[src/rtl/fm_sb_pkg.sv]
// Shared fast-monitoring spy-buffer definitions: pb_mode encodings, capture states and
// the beats-per-sample helper.
package fm_sb_pkg;

  typedef enum logic [1:0] {
    PbOff  = 2'b00,
    PbCont = 2'b01,
    PbTrig = 2'b10,
    PbRsvd = 2'b11
  } pb_mode_e;

  typedef enum logic [1:0] {
    StIdle,
    StArmed,
    StCapture,
    StFrozen
  } sb_state_e;

  function automatic int unsigned fm_sb_nw(input int unsigned sb_dw, input int unsigned axi_dw);
    return (sb_dw + axi_dw - 1) / axi_dw;
  endfunction

  // Reserved encoding behaves as disabled.
  function automatic sb_state_e fm_sb_mode_state(input logic [1:0] mode);
    case (mode)
      PbCont:  return StCapture;
      PbTrig:  return StArmed;
      default: return StIdle;
    endcase
  endfunction

endpackage

[src/rtl/fm_sb_fifo.sv]
// Sample store for the spy buffer: Depth x Width circular buffer with wrapping pointers
// and an occupancy count. A push while full is dropped even if a pop happens alongside.
module fm_sb_fifo #(
  parameter int unsigned Width = 51,
  parameter int unsigned Depth = 16,
  localparam int unsigned Aw   = $clog2(Depth),
  localparam int unsigned Fw   = $clog2(Depth) + 1
) (
  input  logic             clk_i,
  input  logic             rst_ni,
  input  logic             flush_i,
  input  logic             push_i,
  input  logic [Width-1:0] data_i,
  input  logic             pop_i,
  output logic [Width-1:0] data_o,
  output logic [Fw-1:0]    fill_o,
  output logic             full_o,
  output logic             empty_o
);

  logic [Width-1:0] mem_q [Depth];
  logic [Aw-1:0]    wptr_q, wptr_d, rptr_q, rptr_d;
  logic [Fw-1:0]    fill_q, fill_d;
  logic             push_ok, pop_ok;

  always_comb begin
    full_o  = fill_q == Fw'(Depth);
    empty_o = fill_q == '0;
    push_ok = push_i && !full_o && !flush_i;
    pop_ok  = pop_i && !empty_o && !flush_i;
    wptr_d  = wptr_q;
    rptr_d  = rptr_q;
    fill_d  = fill_q;
    if (flush_i) begin
      wptr_d = '0;
      rptr_d = '0;
      fill_d = '0;
    end else begin
      if (push_ok) wptr_d = wptr_q + 1'b1;
      if (pop_ok)  rptr_d = rptr_q + 1'b1;
      fill_d = fill_q + Fw'(push_ok) - Fw'(pop_ok);
    end
  end

  always_ff @(posedge clk_i or negedge rst_ni) begin
    if (!rst_ni) begin
      wptr_q <= '0;
      rptr_q <= '0;
      fill_q <= '0;
    end else begin
      wptr_q <= wptr_d;
      rptr_q <= rptr_d;
      fill_q <= fill_d;
    end
  end

  always_ff @(posedge clk_i) begin
    if (push_ok) mem_q[wptr_q] <= data_i;
  end

  assign data_o = mem_q[rptr_q];
  assign fill_o = fill_q;

endmodule

[src/rtl/fm_sb_gearbox.sv]
// Spy buffer front end: captures monitored samples in continuous or triggered mode and
// serialises each into AXI_DW beats. Optional overflow counter: FM_SB_OVF_CNT_EN.
module fm_sb_gearbox
  import fm_sb_pkg::*;
#(
  parameter int unsigned SB_DW  = 51,
  parameter int unsigned AXI_DW = 32,
  parameter int unsigned DEPTH  = 16,
  localparam int unsigned FW    = $clog2(DEPTH) + 1
) (
  input  logic              spy_clock,
  input  logic              spy_resetn,
  input  logic [1:0]        pb_mode,
  input  logic [SB_DW-1:0]  fm_data,
  input  logic              fm_vld,
  input  logic              trig,
  output logic [AXI_DW-1:0] axi_data,
  output logic              axi_vld,
  output logic              axi_last,
  input  logic              axi_rdy,
  output logic [FW-1:0]     fill,
  output logic              frozen
`ifdef FM_SB_OVF_CNT_EN
  ,
  output logic [15:0]       ovf_cnt
`endif
);

  localparam int unsigned NW = fm_sb_nw(SB_DW, AXI_DW);
  localparam int unsigned BW = (NW > 1) ? $clog2(NW) : 1;

  sb_state_e           state_q, state_d;
  logic [1:0]          mode_q;
  logic [BW-1:0]       beat_q, beat_d;
  logic                mode_chg, flush, wr_req, push, pop, full, empty;
  logic                last_beat, accept, fill_to_full;
  logic [SB_DW-1:0]    rd_data;
  logic [NW*AXI_DW-1:0] rd_pad;

  assign mode_chg = pb_mode != mode_q;

  fm_sb_fifo #(
    .Width (SB_DW),
    .Depth (DEPTH)
  ) u_fifo (
    .clk_i   (spy_clock),
    .rst_ni  (spy_resetn),
    .flush_i (flush),
    .push_i  (push),
    .data_i  (fm_data),
    .pop_i   (pop),
    .data_o  (rd_data),
    .fill_o  (fill),
    .full_o  (full),
    .empty_o (empty)
  );

  always_ff @(posedge spy_clock or negedge spy_resetn) begin
    if (!spy_resetn) begin
      state_q <= StIdle;
      mode_q  <= PbOff;
      beat_q  <= '0;
    end else begin
      state_q <= state_d;
      mode_q  <= pb_mode;
      beat_q  <= beat_d;
    end
  end

  always_comb begin
    state_d = state_q;
    beat_d  = beat_q;
    if (mode_chg) begin
      state_d = fm_sb_mode_state(pb_mode);
      beat_d  = '0;
    end else begin
      if (accept) beat_d = last_beat ? '0 : beat_q + 1'b1;
      case (state_q)
        StArmed:   if (trig) state_d = StCapture;
        StCapture: if (mode_q == PbTrig && fill_to_full) state_d = StFrozen;
        StFrozen:  if (pop && fill == FW'(1)) state_d = StArmed;
        default:   ;
      endcase
    end
  end

  always_comb begin
    wr_req = 1'b0;
    case (state_q)
      StCapture: wr_req = fm_vld;
      StArmed:   wr_req = fm_vld && trig;
      default:   ;
    endcase
    wr_req    = wr_req && !mode_chg;
    flush     = mode_chg || state_q == StIdle;
    push      = wr_req && !full;
    axi_vld   = !empty;
    last_beat = beat_q == BW'(NW - 1);
    axi_last  = axi_vld && last_beat;
    accept    = axi_vld && axi_rdy;
    pop       = accept && last_beat && !mode_chg;
    // Full test uses the pre-pop count, so a simultaneous pop cannot make room.
    fill_to_full = (fill == FW'(DEPTH)) || (fill == FW'(DEPTH - 1) && push && !pop);
    rd_pad              = '0;
    rd_pad[SB_DW-1:0]   = rd_data;
    axi_data = axi_vld ? rd_pad[beat_q*AXI_DW +: AXI_DW] : '0;
    frozen   = state_q == StFrozen;
  end

`ifdef FM_SB_OVF_CNT_EN
  logic [15:0] ovf_q;

  always_ff @(posedge spy_clock or negedge spy_resetn) begin
    if (!spy_resetn) begin
      ovf_q <= '0;
    end else if (wr_req && full && state_q == StCapture && ovf_q != 16'hFFFF) begin
      ovf_q <= ovf_q + 16'd1;
    end
  end

  assign ovf_cnt = ovf_q;
`endif

endmodule

[config.mk]
export PLATFORM = sky130hd
export DESIGN_NAME = fm_sb_gearbox
export DESIGN_NICKNAME = d
export VERILOG_FILES = /design/src/rtl/fm_sb_pkg.sv /design/src/rtl/fm_sb_fifo.sv /design/src/rtl/fm_sb_gearbox.sv
export SDC_FILE = /design/constraint.sdc
export NUM_CORES = 1
export LEC_CHECK = 0
export BUFFER_PORTS_ARGS = -buffer_cell sky130_fd_sc_hd__buf_2
export CAP_MARGIN = 25
export CELL_PAD_IN_SITES_DETAIL_PLACEMENT = 0
export CELL_PAD_IN_SITES_GLOBAL_PLACEMENT = 1
export CORE_ASPECT_RATIO = 0.7
export CORE_MARGIN = 5
export CORE_UTILIZATION = 51
export DETAILED_ROUTE_END_ITERATION = 8
export GPL_ROUTABILITY_DRIVEN = 0
export PLACE_DENSITY = 0.79
export SETUP_SLACK_MARGIN = 0.3
export SLEW_MARGIN = 20
export SYNTH_ARGS = -nofsm -noshare
export SYNTH_HDL_FRONTEND = slang
export SYNTH_HIERARCHICAL = 1
export SYNTH_SLANG_ARGS = --single-unit
[constraint.sdc]
create_clock -name spy_clock -period 7.48 [get_ports spy_clock]
set_input_delay 2.244 -clock spy_clock [delete_from_list [all_inputs] [get_ports spy_clock]]
set_output_delay 2.244 -clock spy_clock [all_outputs]
set_load 0.01 [all_outputs]
**Yosys cells after proc, flatten, opt, wreduce, memory -nomap -nowiden**

Memory sizes are Yosys's and may differ from the RTL's.
Index checks and enable logic that the tools add are counted.
Widths: inputs -> output; s select.

- Logic and storage cells: 73
- Register bits: 18
- Output and inout bits: 40
- Bits in latches: 0
- RAM bits: 816
- Memories: 1
- Memory bits (read-only): 0
- Input bits: 58

Memory list:

| name | words | width | rd ports | clocked after memory_dff | write ports | line | RTL |
|---|---|---|---|---|---|---|---|
| u_fifo.mem_q | 16 | 51 | 1 | 0 | 1 | fm_sb_fifo.sv:21 | `logic [Width-1:0] mem_q [Depth];` |

- Reductions and logical operators: 29
- Multiply operators: 0
- Add/subtract/negate cells: 5
- Shift-type cells: 1
- Multiplexer cells: 18
- Order comparisons: 0
- Bitwise operators: 0
- Divide/modulo/power cells: 0
- Equality and inequality tests: 13

Operators by type and width:

| cell | number |
|---|---|
| $shiftx 64x7->32 | 1 |
| $mux 32 | 1 |
| $mux 4 | 4 |
| $logic_and 1x1->1 | 15 |
| $add 4x1->4 const B | 2 |
| $eq 2x2->1 const B | 4 |
| $mux 2 | 4 |
| $ne 3x3->1 const B | 2 |
| $pmux 2 s3 | 1 |
| $reduce_bool 2->1 | 3 |
| $add 5x1->5 | 1 |
| $eq 5x1->1 const B | 1 |
| $eq 5x4->1 const B | 1 |
| $eq 5x5->1 const B | 1 |
| $logic_not 1->1 | 5 |
| $logic_not 5->1 | 1 |
| $mux 1 | 5 |
| $mux 5 | 1 |
| $sub 5x1->5 | 1 |
| $eq 2x1->1 const B | 2 |
| $pmux 2 s2 | 1 |
| $reduce_and 4->1 | 1 |
| $reduce_bool 4->1 | 1 |
| $ne 3x1->1 const B | 1 |
| other kinds (5) | 6 |

**Logic depth before layout (Yosys ltp)**

- Depth in word-level cells: 12
- Depth in mapped cells: 18
- Mapped depth without buffers: 18

**Cells and area by module**

Netlist, hierarchy kept.

By module, submodules not included:

| module | cells each | instances | seq. area each (um^2) | area an instance (um^2) |
|---|---|---|---|---|
| fm_sb_fifo | 1573 | 1 | 24828.8 | 31956.9 |
| fm_sb_gearbox | 102 | 1 | 125.1 | 808.3 |

**Least setup slack after synthesis**

OpenSTA, ideal clock, no wires.

- Path type: input-to-reg
- From: in pb_mode[1]
- To: mem u_fifo.mem_q[0][0], enable pin
- Data arrival time: 6.920 ns
- Cell stages on the path: 6
- Data required time: 6.958 ns
- Slack: 0.037 ns
- Path buffers: 0
- Setup time: 0.522 ns
- Cells stage by stage: xor2_1 > nor4_4 > inv_1 > nor3_1 > nand2_1 > nor3_1

- Longest elaborated chain between the ends: 8
- Elaborated cells on any way between the ends: 10
- Those cells by class: 1 x eq/ne; 2 x mux; 7 x reduce/logical

RTL lines:

| item | line | RTL |
|---|---|---|
| start, declared | fm_sb_gearbox.sv:13 | `input logic [1:0] pb_mode,` |
| $ne 2x2->1 | fm_sb_gearbox.sv:40 | `assign mode_chg = pb_mode != mode_q;` |
| $logic_not 1->1 | fm_sb_gearbox.sv:94 | `wr_req = wr_req && !mode_chg;` |
| $logic_and 1x1->1 | fm_sb_gearbox.sv:94 |  |
| $logic_and 1x1->1 | fm_sb_gearbox.sv:96 | `push = wr_req && !full;` |
| net push | fm_sb_gearbox.sv:35 | `logic mode_chg, flush, wr_req, push, pop, full, empty;` |
| $logic_and 1x1->1 (2 in a row) | fm_sb_fifo.sv:29 | `push_ok = push_i && !full_o && !flush_i;` |
| $mux 1 | fm_sb_fifo.sv:58 | `if (push_ok) mem_q[wptr_q] <= data_i;` |
| $mux 1 (not written as such) | fm_sb_fifo.sv:58 |  |
| end, declared | fm_sb_fifo.sv:21 |  |

The timed path passes the listed nets, and every way through them passes these cells.

**Worst setup path in the final report**

- From: reg u_fifo.rptr_q[1]
- To: out axi_data[9]

- Longest elaborated chain between the ends: 3

RTL lines:

| item | line | RTL |
|---|---|---|
| start, declared | fm_sb_fifo.sv:22 | `logic [Aw-1:0] wptr_q, wptr_d, rptr_q, rptr_d;` |
| start signal, assigned | fm_sb_fifo.sv:52 | `rptr_q <= rptr_d;` |
| $mem_v2 16x51 | n/a |  |
| net rd_data[9] | fm_sb_gearbox.sv:37 | `logic [SB_DW-1:0] rd_data;` |
| $shiftx 64x7->32 | fm_sb_gearbox.sv:106 | `axi_data = axi_vld ? rd_pad[beat_q*AXI_DW +: AXI_DW] : '0;` |
| $mux 32 | fm_sb_gearbox.sv:106 |  |
| end, declared | fm_sb_gearbox.sv:17 | `output logic [AXI_DW-1:0] axi_data,` |

The timed path passes the listed nets, and every way through them passes these cells.

==> metrics <==
DRC viols 0; PD cells 245.6 nW/um2; CP max-delay cell dfrtp_4; vias 16850; CP Cell Sequence and2_4 > buf_4 > a221oi_1 > a22oi_1 > nand2_1 > mux2i_1 > nor2_1 > buf_2; largest net degree at the start of global routing 69; status finished clean; core area 63390 um2; first-pass GRT wire length 111300 um; nets@finish between 1500 and 2000; Tightest Pin Transition around 1.1 ns; final worst slack 1.195 ns; # H-tree levels 3; router iterations before antenna repair 5; CTS tree yes; class of the tightest hold or removal check reg2reg; vias per std cell between 6 and 7; data arrival time of the critical path a little over 4 ns; first-iteration detailed-routing DRC count approximately 1700; CP max FO 68; CTS Hold Bufs 0; Cells on Worst Hold Path 1; EDFF count, synth just over 800; Post-Synthesis Cells between 1500 and 2000; Num CTS Buffers 76; layout cell share with drive strength beyond 1 between 20% and 30%; Final Cycle Share a little over four fifths; Mapped Nets between 1500 and 2000; CTS clock-pin slew for the worst setup and hold paths 0.06 ns; FFs w/ async S/R, synth ~2.2%; maximum VDD drop 0.1984 mV; Worst Setup Path Type reg2out; Rows between 70 and 80; area leader, netlist edfxtp_1; CTS sink count roughly 830; sequential-to-total area share from yosys stat about three quarters; final wirelength ~75000 um; most common cell in the synthesized netlist edfxtp_1; HP Start state_q[1]; CP max stage delay just under 1 ns; wire length per cell about 28 um; Post-CTS Repair Setup Buffers 0; syn avg cell area approximately 20 um2; Period minus WS final roughly 6.3 ns; final slew viol count 0; initial core utilization 51.69%; nature of the critical path endpoint output port; gr usage total 21.49%; vias in the first global route between 15000 and 20000; GRT overflow 0; Commonest cells post-synth 816 x edfxtp_1, 223 x mux2i_1, 102 x mux4_2; P_leak between 0.01 and 0.015 uW; R2R Path End u_fifo/fill_o[4]; Worst R2R Path Depth 17; r2r setup slk between 3 and 4 ns; PortBufs 97; post_cts resized 0; RSZ-0062 raised after global routing false; Setup crit start kind flip-flop; Synthesis Warnings 6; antenna violations before repair 8; final hold violations 0; max_cap viols 0; final setup fails 0; post-DP HPWL around 43000 um; worst-skew pair later-pin latency between 0.6 and 0.7 ns; Layout area overhead 12.90%; IO Pins slightly below 100; Root Driver clkbuf_16; Synth Register Bits roughly 830; Clock Tree Buf Depth 3; Fin Clk Skew between 0.02 and 0.025 ns; main area contributors after synthesis edfxtp_1 75%, mux4_2 7.0%, mux2i_1 6.8%; Hold EP state_q[1]; die width 313.0 um; CP required roughly 5.2 ns; setup slack at placement 1.726 ns; Rel. slew slack about 27%; DRT antenna net count 0; synth unique cells between 40 and 50; Synth top area share approximately three quarters; Synth Cell Area between 30000 and 40000 um2; Peak Freq 0.1591 GHz; Die Height 222.1 um; ys flop type edfxtp_1; Critical R2R Launch u_fifo/fill_o[2]; setup TNS 0 ns; Die ar. between 60000 and 70000 um2
-- logic make-up (layout without fill, tap and decap cells) --
group / after synthesis / after routing / synth area share [%]
AND/OR/NAND/NOR: 154 / 154 / 2.234
buffers and inverters: 113 / 307 / 1.745
flip-flops: 834 / 834 / 76.16
adder cells (fa/ha/maj): 17 / 17 / 0.6721
XOR/XNOR: 11 / 11 / 0.2940
other: 0 / 3 / 0
multiplexers: 327 / 327 / 13.89
AO/OA/AOI/OAI: 219 / 219 / 5.003
-- power breakdown --
part	switching, uW	total (uW)	leakage (uW)	internal, uW
registers	4.62	5130	0.00757	5130
logic	95.8	126	0.00261	30.0
clock network	1650	3830	0.00119	2180
total	1750	9090	0.0114	7340
-- state kept, by name (all words and copies together), names as in the netlist --
signal / cells
beat_q: 1
mode_q: 2
state_q: 2
u_fifo/fill_o: 5
u_fifo/mem_q: 816
u_fifo/rptr_q: 4
u_fifo/wptr_q: 4
-- layout make-up --
type / count / area [um2]
diodes: 3 / 7.507
clock inverters: 44 / 420.4
fillers: 4577 / 26400
clock buffers: 91 / 2022
flip-flops and latches: 834 / 24960
well taps: 829 / 1037
repair buffers: 154 / 1091
multi-input cells: 728 / 7382
inverters: 18 / 67.56
-- placed cells by master, fill, tap and decap left out, types with 3 or more instances in the layout --
master / instances
edfxtp_1: 816
mux2i_1: 223
mux4_2: 102
a221oi_1: 100
buf_2: 97
clkbuf_16: 79
nand2_1: 60
o21ai_0: 52
a22oi_1: 51
buf_4: 44
nor2_1: 30
inv_1: 17
ha_1: 16
clkinv_1: 16
dfrtp_1: 14
and2_1: 13
clkinv_2: 12
clkbuf_1: 12
nor2_4: 12
buf_12: 11
a21oi_1: 8
nor2b_1: 7
bufinv_16: 7
xor2_1: 6
nand3_1: 6
nor3_1: 5
xnor2_1: 5
nor3_4: 4
diode_2: 3
nand3b_1: 3
inv_6: 3
clkinvlp_4: 3
-- per-stage QoR --
| step | power (uW) | area [um2] | util [%] | hold slack [ns] | std cells |
|---|---|---|---|---|---|
| after CTS | 9153 | 36930 | 58.25 | 0.5967 | 2696 |
| after detailed placement | 5361 | 34490 | 54.40 | 0.5853 | 2561 |
| after floorplan | 5272 | 32790 | - | 0.5365 | 1675 |
| final | 9085 | 36990 | 58.35 | 0.5945 | 2701 |
| after global routing | 9373 | 36990 | 58.35 | 0.6085 | 2700 |
| after global placement | 5354 | 34470 | 54.37 | 0.5588 | 2560 |
-- critical path, delay by kind of cell, from the launching register on --
kind | cells | cell delay, ns
AOI/OAI and AO/OA | 2 | 0.37
DFF | 1 | 0.99
muxes | 1 | 0.26
and+or+nand+nor | 3 | 1.09
buffers and inverters | 2 | 0.60
-- worst max path at each step --
stage,end,from,slack (ns)
detailed placement,u_fifo/mem_q[8][17],pb_mode[1],1.73
global route,axi_data[9],u_fifo/rptr_q[1],1.02
floorplan,u_fifo/mem_q[12][0],pb_mode[1],1.40
finish,axi_data[9],u_fifo/rptr_q[1],1.20
CTS,axi_data[16],u_fifo/rptr_q[1],1.18
global placement,u_fifo/mem_q[8][24],pb_mode[1],1.80
-- layer usage --
metal  wire (um)  share of wire, %  vias up  global-route usage, %
met5          13             0.017        -                      0
met4        1688               2.2        2                  5.333
met3        6193               8.2      116                  5.213
met2       35120                47      716                  33.21
met1       32080                43     8813                  31.39
li1            -                 -     7201                      -
Note: power is estimated with default switching activity, not from simulation.
